--- config.mk ---
export PLATFORM = sky130hd
export DESIGN_NAME = stw_test_controller_flat
export DESIGN_NICKNAME = d
export VERILOG_FILES = /design/src/rtl/stw_test_controller_if.sv /design/src/rtl/stw_test_controller.sv /design/src/flat_wrapper.sv
export SDC_FILE = /design/constraint.sdc
export NUM_CORES = 1
export LEC_CHECK = 0
export ABC_AREA = 1
export BUFFER_PORTS_ARGS = -buffer_cell sky130_fd_sc_hd__buf_2
export CAP_MARGIN = 20
export CORE_MARGIN = 4
export CORE_UTILIZATION = 25
export CTS_CLUSTER_DIAMETER = 120
export DETAILED_ROUTE_END_ITERATION = 10
export PLACE_DENSITY_LB_ADDON = 0.08
export SETUP_SLACK_MARGIN = 0.4
export SYNTH_ARGS = -nofsm -noshare
export SYNTH_HDL_FRONTEND = slang
export SYNTH_SLANG_ARGS = --single-unit
--- constraint.sdc ---
create_clock -name clk -period 20.1 [get_ports clk]
set_input_delay 4.02 -clock clk [delete_from_list [all_inputs] [get_ports clk]]
set_output_delay 4.02 -clock clk [all_outputs]
set_load 0.1 [all_outputs]
--- src/rtl/stw_test_controller_if.sv ---
// ----------------------------------------------------------------------------
// stw_test_controller_if
//
// Self-test word (STW) bus between the test controller and a row of systolic
// MAC PEs. The controller broadcasts one test vector plus its golden value to
// every PE, then starts exactly one PE and waits for that PE's handshake.
//
// Handshake: stw_test_load_en is a one-cycle strobe and the vector is stable
// from that cycle until the addressed PE has answered. stw_start is one-hot
// and one cycle wide. The PE drops stw_complete[i] after sampling its start
// bit. It raises it again with stw_result[i] valid (1 = pass). complete = 1
// means idle/done. No back-pressure exists; the controller bounds the wait
// with a timeout instead.
//
// Signals:
//   stw_test_load_en  controller -> PEs  vector load strobe
//   stw_mult_op1/op2  controller -> PEs  multiplier operands
//   stw_add_op        controller -> PEs  accumulator operand
//   stw_expected      controller -> PEs  golden op1*op2+add
//   stw_start         controller -> PEs  one-hot start
//   stw_complete      PEs -> controller  per-PE idle/done
//   stw_result        PEs -> controller  per-PE pass flag
// ----------------------------------------------------------------------------
interface stw_test_controller_if #(
    parameter int WORD_SIZE = 16,
    parameter int NUM_PE    = 16
);
    logic                  stw_test_load_en;
    logic [WORD_SIZE-1:0]  stw_mult_op1;
    logic [WORD_SIZE-1:0]  stw_mult_op2;
    logic [WORD_SIZE-1:0]  stw_add_op;
    logic [WORD_SIZE-1:0]  stw_expected;
    logic [NUM_PE-1:0]     stw_start;
    logic [NUM_PE-1:0]     stw_complete;
    logic [NUM_PE-1:0]     stw_result;

    // Test controller side
    modport master (
        output stw_test_load_en,
        output stw_mult_op1,
        output stw_mult_op2,
        output stw_add_op,
        output stw_expected,
        output stw_start,
        input  stw_complete,
        input  stw_result
    );

    // PE row side
    modport slave (
        input  stw_test_load_en,
        input  stw_mult_op1,
        input  stw_mult_op2,
        input  stw_add_op,
        input  stw_expected,
        input  stw_start,
        output stw_complete,
        output stw_result
    );
endinterface

--- src/rtl/stw_test_controller.sv ---
// ----------------------------------------------------------------------------
// stw_test_controller
//
// Background self-test initiator for one row of NUM_PE systolic MAC PEs.
// The controller tests the PEs one at a time. For each PE it broadcasts an
// LFSR-derived vector and its golden value, then pulses that PE's start bit.
// It then waits for the PE to drop and raise stw_complete. Failures and
// timeouts are collected in a sticky fault map that the repair logic reads.
//
// Ports:
//   clk, rst      clock; asynchronous active-high reset
//   test_en       keep sweeping while 1; when it falls, the PE under test is
//                 finished first and then the controller idles
//   interval      idle cycles between sweeps, sampled at the end of a sweep
//   clear_faults  synchronous clear of fault_map (a same-cycle set wins)
//   stw           STW bus, master side
//   fault_map     sticky per-PE fault bits
//   any_fault     OR of fault_map
//   sweep_done    one-cycle pulse in the NEXT cycle of the last PE
//   busy          1 outside IDLE and WAIT_INTERVAL
//   dbg_state_o   current FSM state, for observation only
// ----------------------------------------------------------------------------
module stw_test_controller #(
    parameter int WORD_SIZE = 16,
    parameter int NUM_PE    = 16,
    parameter int TIMEOUT   = 8
) (
    input  logic                   clk,
    input  logic                   rst,
    input  logic                   test_en,
    input  logic [15:0]            interval,
    input  logic                   clear_faults,
    stw_test_controller_if.master  stw,
    output logic [NUM_PE-1:0]      fault_map,
    output logic                   any_fault,
    output logic                   sweep_done,
    output logic                   busy,
    output logic [2:0]             dbg_state_o
);

    localparam int IDX_W = (NUM_PE > 1) ? $clog2(NUM_PE) : 1;
    localparam int TMO_W = $clog2(TIMEOUT + 1);

    localparam logic [IDX_W-1:0] LAST_IDX = IDX_W'(NUM_PE - 1);
    localparam logic [TMO_W-1:0] TMO_LAST = TMO_W'(TIMEOUT - 1);
    localparam logic [15:0]      LFSR_SEED = 16'hACE1;

    typedef enum logic [2:0] {
        S_IDLE          = 3'd0,
        S_LOAD          = 3'd1,
        S_START         = 3'd2,
        S_WAIT_LOW      = 3'd3,
        S_WAIT_HIGH     = 3'd4,
        S_NEXT          = 3'd5,
        S_WAIT_INTERVAL = 3'd6
    } state_e;

    // ------------------------------------------------------------------
    // State
    // ------------------------------------------------------------------
    state_e              state_q, state_d;
    logic [IDX_W-1:0]    idx_q, idx_d;
    logic [15:0]         lfsr_q, lfsr_d;
    logic [TMO_W-1:0]    tmo_q, tmo_d;
    logic [15:0]         ivl_q, ivl_d;
    logic [NUM_PE-1:0]   fault_q, fault_d;

    // ------------------------------------------------------------------
    // Combinational control
    // ------------------------------------------------------------------
    logic                lfsr_fb;
    logic                cur_complete;
    logic                cur_result;
    logic                tmo_hit;
    logic [NUM_PE-1:0]   fault_set;
    logic [NUM_PE-1:0]   start_vec;
    logic                load_en;
    logic                vec_en;
    logic                sweep_done_c;
    logic                busy_c;

    // Test vector, all derived from the registered LFSR value so that it
    // only changes when the LFSR steps in NEXT.
    logic [WORD_SIZE-1:0] op1_w;
    logic [WORD_SIZE-1:0] op2_w;
    logic [WORD_SIZE-1:0] add_w;
    logic [WORD_SIZE-1:0] exp_w;
    logic [15:0]          add_full;

    assign lfsr_fb  = lfsr_q[15] ^ lfsr_q[13] ^ lfsr_q[12] ^ lfsr_q[10];
    assign add_full = lfsr_q ^ {lfsr_q[7:0], lfsr_q[15:8]};

    assign op1_w = lfsr_q[WORD_SIZE-1:0];
    assign op2_w = ~lfsr_q[WORD_SIZE-1:0];
    assign add_w = add_full[WORD_SIZE-1:0];
    // Product and sum wrap at WORD_SIZE bits, matching the PE datapath.
    assign exp_w = op1_w * op2_w + add_w;

    assign cur_complete = stw.stw_complete[idx_q];
    assign cur_result   = stw.stw_result[idx_q];

    // The counter is cleared in START and counts wait cycles. This is the
    // TIMEOUT-th wait cycle, so the PE is given up on at the edge that ends it.
    assign tmo_hit = (tmo_q == TMO_LAST);

    always_comb begin
        state_d      = state_q;
        idx_d        = idx_q;
        lfsr_d       = lfsr_q;
        tmo_d        = tmo_q;
        ivl_d        = ivl_q;
        fault_set    = '0;
        start_vec    = '0;
        load_en      = 1'b0;
        vec_en       = 1'b0;
        sweep_done_c = 1'b0;
        busy_c       = 1'b1;

        unique case (state_q)
            S_IDLE: begin
                busy_c = 1'b0;
                idx_d  = '0;
                if (test_en) begin
                    state_d = S_LOAD;
                end
            end

            S_LOAD: begin
                load_en = 1'b1;
                vec_en  = 1'b1;
                state_d = S_START;
            end

            S_START: begin
                vec_en           = 1'b1;
                start_vec[idx_q] = 1'b1;
                tmo_d            = '0;
                state_d          = S_WAIT_LOW;
            end

            S_WAIT_LOW: begin
                vec_en = 1'b1;
                tmo_d  = tmo_q + TMO_W'(1);
                if (!cur_complete) begin
                    state_d = S_WAIT_HIGH;
                end else if (tmo_hit) begin
                    fault_set[idx_q] = 1'b1;
                    state_d          = S_NEXT;
                end
            end

            S_WAIT_HIGH: begin
                vec_en = 1'b1;
                tmo_d  = tmo_q + TMO_W'(1);
                // A handshake that lands on the last allowed cycle is still
                // taken as a real answer rather than a timeout.
                if (cur_complete) begin
                    fault_set[idx_q] = ~cur_result;
                    state_d          = S_NEXT;
                end else if (tmo_hit) begin
                    fault_set[idx_q] = 1'b1;
                    state_d          = S_NEXT;
                end
            end

            S_NEXT: begin
                lfsr_d = {lfsr_q[14:0], lfsr_fb};
                if (idx_q == LAST_IDX) begin
                    idx_d        = '0;
                    sweep_done_c = 1'b1;
                    // WAIT_INTERVAL lasts exactly 'interval' cycles. Zero
                    // skips it, so sweeps run back to back.
                    ivl_d        = interval - 16'd1;
                    if (!test_en) begin
                        state_d = S_IDLE;
                    end else if (interval == 16'd0) begin
                        state_d = S_LOAD;
                    end else begin
                        state_d = S_WAIT_INTERVAL;
                    end
                end else if (test_en) begin
                    idx_d   = idx_q + IDX_W'(1);
                    state_d = S_LOAD;
                end else begin
                    idx_d   = '0;
                    state_d = S_IDLE;
                end
            end

            S_WAIT_INTERVAL: begin
                busy_c = 1'b0;
                if (ivl_q == 16'd0) begin
                    state_d = test_en ? S_LOAD : S_IDLE;
                end else begin
                    ivl_d = ivl_q - 16'd1;
                end
            end

            default: begin
                state_d = S_IDLE;
                idx_d   = '0;
            end
        endcase

        // A fault recorded in the same cycle as a clear survives it.
        fault_d = (clear_faults ? '0 : fault_q) | fault_set;
    end

    // ------------------------------------------------------------------
    // Registers
    // ------------------------------------------------------------------
    always_ff @(posedge clk or posedge rst) begin
        if (rst) begin
            state_q <= S_IDLE;
            idx_q   <= '0;
            lfsr_q  <= LFSR_SEED;
            tmo_q   <= '0;
            ivl_q   <= '0;
            fault_q <= '0;
        end else begin
            state_q <= state_d;
            idx_q   <= idx_d;
            lfsr_q  <= lfsr_d;
            tmo_q   <= tmo_d;
            ivl_q   <= ivl_d;
            fault_q <= fault_d;
        end
    end

    // ------------------------------------------------------------------
    // Outputs
    // ------------------------------------------------------------------
    // The vector is driven only while a PE test is in flight. It is zero
    // otherwise, so the bus is quiet in IDLE and after reset.
    assign stw.stw_test_load_en = load_en;
    assign stw.stw_mult_op1     = vec_en ? op1_w : '0;
    assign stw.stw_mult_op2     = vec_en ? op2_w : '0;
    assign stw.stw_add_op       = vec_en ? add_w : '0;
    assign stw.stw_expected     = vec_en ? exp_w : '0;
    assign stw.stw_start        = start_vec;

    assign fault_map   = fault_q;
    assign any_fault   = |fault_q;
    assign sweep_done  = sweep_done_c;
    assign busy        = busy_c;
    assign dbg_state_o = state_q;

endmodule

--- src/flat_wrapper.sv ---
// flat-port wrapper written by rule: the top's interface ports become plain ports
module stw_test_controller_flat 
#(
    parameter int WORD_SIZE = 16,
    parameter int NUM_PE    = 16,
    parameter int TIMEOUT   = 8
)
  (clk, rst, test_en, interval, clear_faults, fault_map, any_fault, sweep_done, busy, dbg_state_o, stw_stw_test_load_en, stw_stw_mult_op1, stw_stw_mult_op2, stw_stw_add_op, stw_stw_expected, stw_stw_start, stw_stw_complete, stw_stw_result);
  stw_test_controller_if #(.WORD_SIZE(WORD_SIZE), .NUM_PE(NUM_PE)) stw_i ();
  input  logic clk;
  input  logic rst;
  input  logic test_en;
  input  logic [15:0] interval;
  input  logic clear_faults;
  output logic [NUM_PE-1:0] fault_map;
  output logic any_fault;
  output logic sweep_done;
  output logic busy;
  output logic [2:0] dbg_state_o;
  output wire logic [$bits(stw_i.stw_test_load_en)-1:0] stw_stw_test_load_en;
  output wire logic [$bits(stw_i.stw_mult_op1)-1:0] stw_stw_mult_op1;
  output wire logic [$bits(stw_i.stw_mult_op2)-1:0] stw_stw_mult_op2;
  output wire logic [$bits(stw_i.stw_add_op)-1:0] stw_stw_add_op;
  output wire logic [$bits(stw_i.stw_expected)-1:0] stw_stw_expected;
  output wire logic [$bits(stw_i.stw_start)-1:0] stw_stw_start;
  input wire logic [$bits(stw_i.stw_complete)-1:0] stw_stw_complete;
  input wire logic [$bits(stw_i.stw_result)-1:0] stw_stw_result;
  assign stw_stw_test_load_en = stw_i.stw_test_load_en;
  assign stw_stw_mult_op1 = stw_i.stw_mult_op1;
  assign stw_stw_mult_op2 = stw_i.stw_mult_op2;
  assign stw_stw_add_op = stw_i.stw_add_op;
  assign stw_stw_expected = stw_i.stw_expected;
  assign stw_stw_start = stw_i.stw_start;
  assign stw_i.stw_complete = stw_stw_complete;
  assign stw_i.stw_result = stw_stw_result;
  stw_test_controller #(.WORD_SIZE(WORD_SIZE), .NUM_PE(NUM_PE), .TIMEOUT(TIMEOUT)) u_core (.clk(clk), .rst(rst), .test_en(test_en), .interval(interval), .clear_faults(clear_faults), .stw(stw_i), .fault_map(fault_map), .any_fault(any_fault), .sweep_done(sweep_done), .busy(busy), .dbg_state_o(dbg_state_o));
endmodule
# After elaboration in Yosys (flattened, before gate mapping)
# Cells that the tools add are included.
[word_totals]
regBits = 59
inputBits = 52
[op_classes]
addsub = 5
n_mul = 1
n_lt_le_gt_ge = 2
n_eq_ne = 12
mux = 38
bitwise_logic = 8
reduce_logical = 13
[op_table]
columns = ["cell", "count"]
rows = [
  ["$mux W16", 11],
  ["$pmux W16 S2", 2],
  ["$logic_not A16 Y1", 2],
  ["$sub A16 B1 Y16 const B", 2],
  ["$mux W3", 8],
  ["$pmux W3 S7", 1],
  ["$add A16 B16 Y16", 1],
  ["$and A16 B16 Y16", 1],
  ["$mul A16 B16 Y16", 1],
  ["$not A16 Y16", 1],
  ["$or A16 B16 Y16", 1],
  ["$pmux W4 S2", 2],
  ["$reduce_or A16 Y1", 1],
  ["$xor A16 B16 Y16", 1],
  ["$eq A3 B3 Y1 const B", 3],
  ["$mux W1", 9],
  ["$add A4 B1 Y4 const B", 2],
  ["$bmux W1 S4", 2],
  ["$mux W4", 2],
  ["$eq A3 B2 Y1 const B", 2],
  ["$lt A4 B5 Y1 const B", 1],
  ["$reduce_or A5 Y1", 1],
  ["$demux W1 S4", 1],
  ["$eq A4 B3 Y1 const B", 1],
  ["other kinds (14)", 20],
]

# Logic depth before layout (Yosys ltp)
# Gate-level depths: netlist of run 1.
[logic_depth]
depth_word = 8
mapped_depth = 30

# Least setup slack after synthesis of run 1
# No wires, ideal clock.
[synth_timing]
path_kind = "register -> output"
start = "register u_core.lfsr_q[3]"
end = "output stw_stw_expected[14]"
t_arrival_ns = 6.778
slack_ns = 9.302
path_stages_with_launch = 25
n_path_buf = 2
cell_sequence = "dfrtp_1 buf_2 inv_1 buf_1 nand2_1 fa_1 fa_1 fa_1 fa_1 inv_1 fa_1 inv_1 fa_1 inv_1 ha_1 nand2_1 nor3_1 nand3_1 nand3_1 nand2_1 inv_1 o21ai_0 nand2_1 o21ai_0 a21oi_1"
[synth_via]
elab_chain_cells = 4
elab_cells_between_ends = 5
cone_classes = "add/sub (1); mul (1); mux (1); bitwise (2)"
[synth_lines]
columns = ["item", "line_no", "text"]
rows = [
  ["start, declared", "stw_test_controller.sv:63", "logic [15:0] lfsr_q, lfsr_d;"],
  ["start signal, assigned", "stw_test_controller.sv:223", "lfsr_q <= lfsr_d;"],
  ["$not A16 Y16", "stw_test_controller.sv:94", "assign op2_w = ~lfsr_q[WORD_SIZE-1:0];"],
  ["$mul A16 B16 Y16", "stw_test_controller.sv:97", "assign exp_w = op1_w * op2_w + add_w;"],
  ["$add A16 B16 Y16 *", "stw_test_controller.sv:97", ""],
  ["$mux W16 *", "stw_test_controller.sv:239", "assign stw.stw_expected = vec_en ? exp_w : '0;"],
  ["end, declared", "flat_wrapper.sv:24", "output wire logic [$bits(stw_i.stw_expected)-1:0] stw_stw_expected;"],
]
# Mark *: on every way between the ends. The rest lies on a longest branch, timed or not.

# Worst setup path in the final report of run 1
[layout_timing]
start = "register u_core.lfsr_q[1]"
end = "output stw_stw_expected[14]"
# The elaborated chain is that of the path after synthesis.

==> results of run 1 <==
## cells by family (layout without fill, tap and decap cells)
family	Yosys count	after routing	synth area share
and+or+nand+nor	493	493	0.2358
buffers and inverters	348	470	0.1611
adders and majority gates	163	163	0.3095
AOI/OAI and AO/OA	140	140	0.09194
DFF	59	59	0.1723
xor gates and xnor gates	29	29	0.02944
## final cells by class
class                   count  area (um^2)  share of cell area
clock inverters             2        35.03            0.003497
repair buffers            159        808.3             0.08068
clock buffers              14        264.0             0.02635
multi-input cells         825         5757              0.5746
well taps                 448        560.5             0.05595
inverters                 295         1107              0.1105
flip-flops and latches     59         1486              0.1484
## sequential cells by signal, summed over array words and instances (netlist names)
name / cells
u_core.tmo_q: 4
u_core.fault_map: 16
u_core.idx_q: 4
u_core.lfsr_q: 16
u_core.ivl_q: 16
u_core.dbg_state_o: 3
## critical path, delay by kind of cell, from the launching register on
kind	cells	cell delay, ns
buf+inv	7	1.43
flops	1	0.70
fa+ha+maj	8	3.81
simple gates	6	0.72
compound gates	3	0.32
## per-layer routing
| metal | wire length (um) | global-route usage | vias to the layer above |
|---|---|---|---|
| li1 | - | - | 3924 |
| met1 | 13420 | 0.2101 | 3498 |
| met2 | 13180 | 0.2547 | 171 |
| met3 | 1264 | 0.02137 | 18 |
| met4 | 259 | 0.02124 | 0 |
| met5 | 0 | 0 | - |
## final timing paths
check,to,depth (start not counted),startpoint
setup reg to reg,u_core.ivl_q[12]$_DFFE_PP0P_,12,u_core.dbg_state_o[1]$_DFFE_PP0P_
min in group asynchronous,u_core.fault_map[2]$_DFF_PP0_,3,rst
hold / removal,u_core.ivl_q[7]$_DFFE_PP0P_,2,u_core.ivl_q[7]$_DFFE_PP0P_
max in group asynchronous,u_core.lfsr_q[14]$_DFFE_PP0P_,3,rst
setup / recovery,stw_stw_expected[14],24,u_core.lfsr_q[1]$_DFFE_PP0P_
hold reg to reg,u_core.ivl_q[7]$_DFFE_PP0P_,2,u_core.ivl_q[7]$_DFFE_PP0P_
## power by group
group,internal [mW],switching (mW)
Combinational,0.00457,0.00601
Sequential,0.119,0.0000000000000000648
Clock,0.103,0.0538
Total,0.226,0.0598
## metrics by stage
step           hold WS [ns]  std cells
3_5_place_dp         0.4989       1786
3_3_place_gp         0.4996       1786
6_report             0.5146       1802
4_1_cts              0.5119       1802
2_1_floorplan        0.4652       1232
5_1_grt              0.5317       1802
## layout by cell type (no fill, tap or decap), types with 3 or more instances in the layout
master	count
a21oi_1	22
buf_2	154
buf_4	5
clkbuf_1	3
clkbuf_16	9
clkinv_1	7
dfrtp_1	51
dfstp_2	8
fa_1	84
ha_1	79
inv_1	282
inv_2	6
nand2_1	274
nand3_1	26
nand3b_1	5
nand4_1	10
nor2_1	129
nor2_2	5
nor3_1	22
nor4_1	10
o21a_1	4
o21ai_0	83
o21ai_1	6
o21ai_2	10
o22ai_1	4
or2_2	6
xnor2_1	16
xor2_1	13
==> impl_metrics.py, run 1 <==
metrics = {
    "timing": {
        "setup_viol": 0,
        "finClkSkew_ns": 0.01043,
        "setup_slack_ns": 8.776,
        "fin_setup_tns_ns": 0,
        "tightestPinTransition_ns": 0.8184,
        "hold_viol_final": 0,
        "fin_crit_sh": 0.5634,
        "slew_violations": 0,
        "slew_headroom": 0.4544,
        "rsz0062_at_grt": "false",
        "fin_crit_ns": 11.32,
        "fmax_ghz": 0.08831,
    },
    "power_and_ir_drop": {
        "p_total_mw": 0.2860,
        "power_density_nw_per_um2": 28.55,
        "vdd_ir_drop_max_uv": 32.24,
        "p_leak_nw": 5.723,
    },
    "die": {
        "core_um2": 33780,
        "dieArea_um2": 37550,
        "fp.dieH_um": 193.8,
        "die_w_um": 193.8,
        "row_count": 67,
        "ioPinCount": 155,
        "initial_core_util": 0.2554,
    },
    "placed_design": {
        "port_buffers": 154,
        "place_area_um2": 9719,
        "post-dp-hpwl_um": 22240,
        "pre_cts_ws_ns": 9.069,
        "gp_congestion": 0.8055,
    },
    "synthesis": {
        "yosysUniqueCellTypes": 44,
        "synth_commonest_cells": "inv_1, nand2_1, nor2_1",
        "syn_inst": 1232,
        "synth.avg_cell_area_um2": 7.003,
        "synth_edf_count": 0,
        "synthTopCellsByArea": "fa_1, dfrtp_1, inv_1",
        "ys_warn_count": 0,
        "synth.most_common_cell": "inv_1",
        "ys_ff_latch": 59,
        "synth_top_area_frac": 0.1949,
        "syn_nets": 1447,
        "syn_area_um2": 8628,
        "ys_seq_area_frac": 0.1723,
        "yosys.area.top_type": "fa_1",
        "synthFlopType": "dfrtp_1",
        "synthArstFlopShare": 1.000,
    },
    "setup_path": {
        "end_kind": "output port",
        "crit_fanout": 19,
        "worstSetupPathType": "reg -> out",
        "cp_data_arrival_time_ns": 7.30,
        "r2r_slack_ns": 17.26,
        "slowest_stage": "dfrtp_1",
        "cp_common_cell": "fa_1",
        "worstPathRequired_ns": 16.08,
        "crit_chain": "clkinv_1 -> ha_1 -> inv_1 -> fa_1 -> fa_1 -> fa_1 -> fa_1 -> inv_1 -> fa_1 -> inv_1 -> fa_1 -> inv_1 -> ha_1 -> nand2_1 -> nor3_1 -> nand3_1 -> nand3_1 -> nand2_1 -> inv_1 -> o21ai_0 -> nand2_1 -> o21ai_0 -> a21oi_1 -> buf_2",
        "critPathLaunchType": "flip-flop",
        "max_stage_delay_ns": 0.70,
    },
    "route": {
        "route.detailed.drc": 0,
        "dr.pass1.iters": 5,
        "avgRoutedWirePerCell_um": 15.60,
        "wl_um": 28120,
        "drtAntennaViolNets": 0,
        "first_iter_violations": 344,
        "vias": 7611,
        "vias_per_cell": 4.224,
    },
    "cells_and_area": {
        "layout-drive-gt1-share": 0.1573,
        "fillers": 3870,
        "nets": 1564,
        "antenna_cells": 0,
        "fin_util": 0.2965,
        "final_area_um2": 10020,
        "syn2layout_area_growth_pct": 16.11,
    },
    "clock_tree": {
        "path_clk_slew_ns": 0.06,
        "htree_levels": 3,
        "cts.sinks": 59,
        "cts-root-buf": "clkbuf_16",
        "clk_latency_ns": 0.33,
        "cts_resized": 0,
        "clk_path_buf_depth": 2,
        "cts_setup_buffers": 0,
        "numCtsBuffers": 9,
        "cts_tree": "yes",
        "holdBufCountCts": 0,
    },
    "global_route": {
        "grt_overflow": 0,
        "antenna_found_initial": 0,
        "grt_usage": 0.1506,
        "grt_max_degree": 60,
        "grt_pass1_vias": 7926,
        "grt_pass1_wl_um": 45600,
    },
    "outcome": {
        "status": "completed",
    },
    "flow_run": {
        "max-cap-violations": 0,
    },
    "hold_path": {
        "hp-class": "reg -> reg",
    },
}
(Power assumes the default switching activity.)
==> inputs of run 2 (changes only) <==
--- a/config.mk
+++ b/config.mk
@@ -5,7 +5,7 @@
 export SDC_FILE = /design/constraint.sdc
 export NUM_CORES = 1
 export LEC_CHECK = 0
-export ABC_AREA = 1
+export ABC_AREA = 0
 export BUFFER_PORTS_ARGS = -buffer_cell sky130_fd_sc_hd__buf_2
 export CAP_MARGIN = 20
 export CORE_MARGIN = 4
==> constraint.sdc (replaced) <==
create_clock -name clk -period 10.95 [get_ports clk]
set_input_delay 2.19 -clock clk [delete_from_list [all_inputs] [get_ports clk]]
set_output_delay 2.19 -clock clk [all_outputs]
set_load 0.1 [all_outputs]
==> run 2 against run 1 <==
Against the previous run: cell count fell by 14%; worst setup slack got worse by 6.9 ns; sequential cell count unchanged; count of clock-buffer cells in the layout shrank 3; die area shrank 4.1%; clock power increased by 97%; wire length decreased by 5.5%; critical path type unchanged.
==> impl_metrics.py, run 2 <==
metrics = {
    "synthesis": {
        "syn_area_um2": 8263,
        "yosys.area_share.adder": 0.3231,
        "ys_seq_area_frac": 0.1799,
        "muxShareOfSynthArea": 0.05239,
        "ys_ff_latch": 59,
        "ys_warn_count": 0,
        "synth-simple-area-share": 0.1837,
        "synth_compound_area_frac": 0.1007,
        "synth_top_area_frac": 0.2035,
        "synthArstFlopShare": 1.000,
        "synth_commonest_cells": "inv_1, nor2_1, nand2_1",
        "synth.avg_cell_area_um2": 8.355,
        "synthTopCellsByArea": "fa_1, dfrtp_1, ha_1",
        "synth.most_common_cell": "inv_1",
        "synth_top_family_by_area": "adder cells",
        "syn_inst": 989,
        "synthFlopType": "dfrtp_1",
        "yosysUniqueCellTypes": 63,
        "yosys.area.top_type": "fa_1",
        "synth_edf_count": 0,
        "syn_nets": 1204,
        "synth_xor_area_frac": 0.05194,
    },
    "setup_path": {
        "slowest_stage": "dfrtp_1",
        "cp_common_cell": "fa_1",
        "cp_top_family": "adder cells",
        "critPathLaunchType": "flip-flop",
        "crit_fanout": 16,
        "crit_chain": "inv_1 -> ha_1 -> inv_1 -> fa_1 -> fa_1 -> fa_1 -> fa_1 -> inv_1 -> fa_1 -> inv_1 -> fa_1 -> inv_1 -> ha_1 -> a21oi_1 -> nor2b_1 -> a311oi_1 -> o21ai_0 -> xnor2_1 -> nor2_1 -> buf_2",
        "cp_data_arrival_time_ns": 6.84,
        "worstPathRequired_ns": 8.76,
        "end_kind": "output port",
        "max_stage_delay_ns": 0.68,
        "crit_buf_inv": 6,
        "worstSetupPathType": "reg -> out",
    },
    "route": {
        "vias_per_cell": 4.441,
        "first_iter_violations": 247,
        "drtAntennaViolNets": 0,
        "avgRoutedWirePerCell_um": 17.17,
        "vias": 6871,
        "route.detailed.drc": 0,
        "dr.pass1.iters": 4,
        "wl_um": 26570,
    },
    "placed_design": {
        "gp_congestion": 0.7377,
        "post-dp-hpwl_um": 20860,
        "port_buffers": 154,
    },
    "global_route": {
        "grt_max_degree": 60,
        "grt_pass1_vias": 7307,
        "grt_usage": 0.1492,
        "grt_overflow": 0,
        "antenna_found_initial": 0,
        "grt_pass1_wl_um": 42260,
    },
    "timing": {
        "tightestPinTransition_ns": 1.025,
        "hold_viol_final": 0,
        "fin_crit_ns": 9.026,
        "slew_headroom": 0.3166,
        "rsz0062_at_grt": "false",
        "fmax_ghz": 0.1108,
        "whs_ns": 0.5093,
        "setup_viol": 0,
        "slew_violations": 0,
        "fin_setup_tns_ns": 0,
        "finClkSkew_ns": 0.006888,
        "fin_crit_sh": 0.8243,
    },
    "clock_tree": {
        "cts_setup_buffers": 0,
        "path_clk_slew_ns": 0.06,
        "htree_levels": 3,
        "cts-root-buf": "clkbuf_16",
        "clk_path_buf_depth": 2,
        "numCtsBuffers": 9,
        "clk_latency_ns": 0.34,
        "cts_tree": "yes",
        "holdBufCountCts": 0,
        "cts.sinks": 59,
        "cts_resized": 0,
    },
    "power_and_ir_drop": {
        "vdd_ir_drop_max_uv": 263.1,
        "seq_power_share": 0.189,
        "switchingPower_mw": 1.109,
        "p_leak_nw": 4.933,
        "p_clk_frac": 0.172,
        "p_comb_frac": 0.639,
        "internal_power_mw": 0.6714,
        "switching_share": 0.6230,
        "power_density_nw_per_um2": 184.0,
    },
    "cells_and_area": {
        "fillers": 3571,
        "syn2layout_area_growth_pct": 17.13,
        "final_cell_mix": "inv_1, buf_2, nor2_1, nand2_1, fa_1",
        "layout-drive-gt1-share": 0.1873,
        "antenna_cells": 0,
        "nets": 1315,
        "final_common_cell": "inv_1",
    },
    "hold_path": {
        "hp-class": "reg -> reg",
    },
    "die": {
        "initial_core_util": 0.2540,
        "dieArea_um2": 36020,
        "die_w_um": 189.8,
        "row_count": 66,
        "ioPinCount": 155,
        "core_um2": 32540,
        "fp.dieH_um": 189.8,
    },
    "outcome": {
        "status": "completed",
    },
    "flow_run": {
        "max-cap-violations": 0,
    },
}
run 2: changes by cell type in the layout (fill, tap and decap cells not counted), moves of 10 or more:
cell and change:
inv_1 -127, and2_1 +18, mux2i_1 +14, o21ai_0 -46, o22ai_1 +14, a21oi_1 +11, nand2b_1 +13, xnor2_1 +15
nand2_1 -177, o21ai_2 -10, nor2b_1 +15, nand3_1 -14
run 2: worst register-to-register path: stages (launching register included):
cell       delay [ns]
dfrtp_1          0.68
nand3b_4         0.54
mux2i_1          0.42
ha_1             0.28
o21ai_1          0.29
a2111oi_1        0.76
a31oi_1          0.16
a21oi_1          0.19
a21oi_1          0.05
run 2: power by group through the flow:
stage / clock network (mW) / logic (mW) / registers, mW
final: 0.307 / 1.14 / 0.336
after detailed placement: 0 / 1.16 / 0.340
after global placement: 0 / 1.16 / 0.343
after global routing: 0.325 / 1.21 / 0.347
after CTS: 0.316 / 1.16 / 0.337
after floorplan: 0 / 0.905 / 0.360
run 2: layout make-up:
type | instances | area (um^2) | share of cell area
Clock buffer | 11 | 232.7 | 0.02405
Inverter | 161 | 604.3 | 0.06244
Tap cell | 442 | 553.0 | 0.05714
Timing Repair Buffer | 161 | 823.3 | 0.08507
Sequential cell | 59 | 1486 | 0.1536
Clock inverter | 5 | 77.57 | 0.008016
Multi-Input combinational cell | 708 | 5901 | 0.6097
run 2: final timing paths:
| check | startpoint | endpoint | slack, ns | cells after the start |
|---|---|---|---|---|
| min in group asynchronous | rst | u_core.lfsr_q[14]$_DFFE_PP0P_ | 2.10 | 3 |
| setup / recovery | u_core.lfsr_q[1]$_DFFE_PP0P_ | stw_stw_expected[15] | 1.92 | 20 |
| hold / removal | u_core.ivl_q[0]$_DFFE_PP0P_ | u_core.ivl_q[0]$_DFFE_PP0P_ | 0.51 | 2 |
| setup reg to reg | u_core.dbg_state_o[1]$_DFFE_PP0P_ | u_core.ivl_q[10]$_DFFE_PP0P_ | 7.44 | 8 |
| hold reg to reg | u_core.ivl_q[0]$_DFFE_PP0P_ | u_core.ivl_q[0]$_DFFE_PP0P_ | 0.51 | 2 |
| max in group asynchronous | rst | u_core.ivl_q[13]$_DFFE_PP0P_ | 8.27 | 3 |
run 2: cells by family after synthesis:
family                   count (synthesis)
AND/OR/NAND/NOR                        331
buffers and inverters                  222
adder cells (fa/ha/maj)                163
AO/OA/AOI/OAI                          136
flip-flops                              59
XOR/XNOR                                49
multiplexers                            29
run 2: metal layers:
layer	GRT usage	vias to the layer above	routed length [um]
met1	0.2063	3326	12550
met5	0	-	0
met2	0.2533	139	12630
li1	-	3392	-
met4	0.02560	0	200
met3	0.02092	14	1187
run 2: per-stage QoR:
stage	worst slack (ns)	util	cell area, um^2	total power [mW]	instances
global route	1.518	0.2975	9678	1.881	1547
finish	1.924	0.2975	9678	1.781	1547
CTS	1.838	0.2975	9678	1.812	1547
floorplan	2.074	-	8263	1.265	989
detailed placement	2.210	0.2879	9368	1.497	1531
global placement	2.321	0.2879	9368	1.500	1531
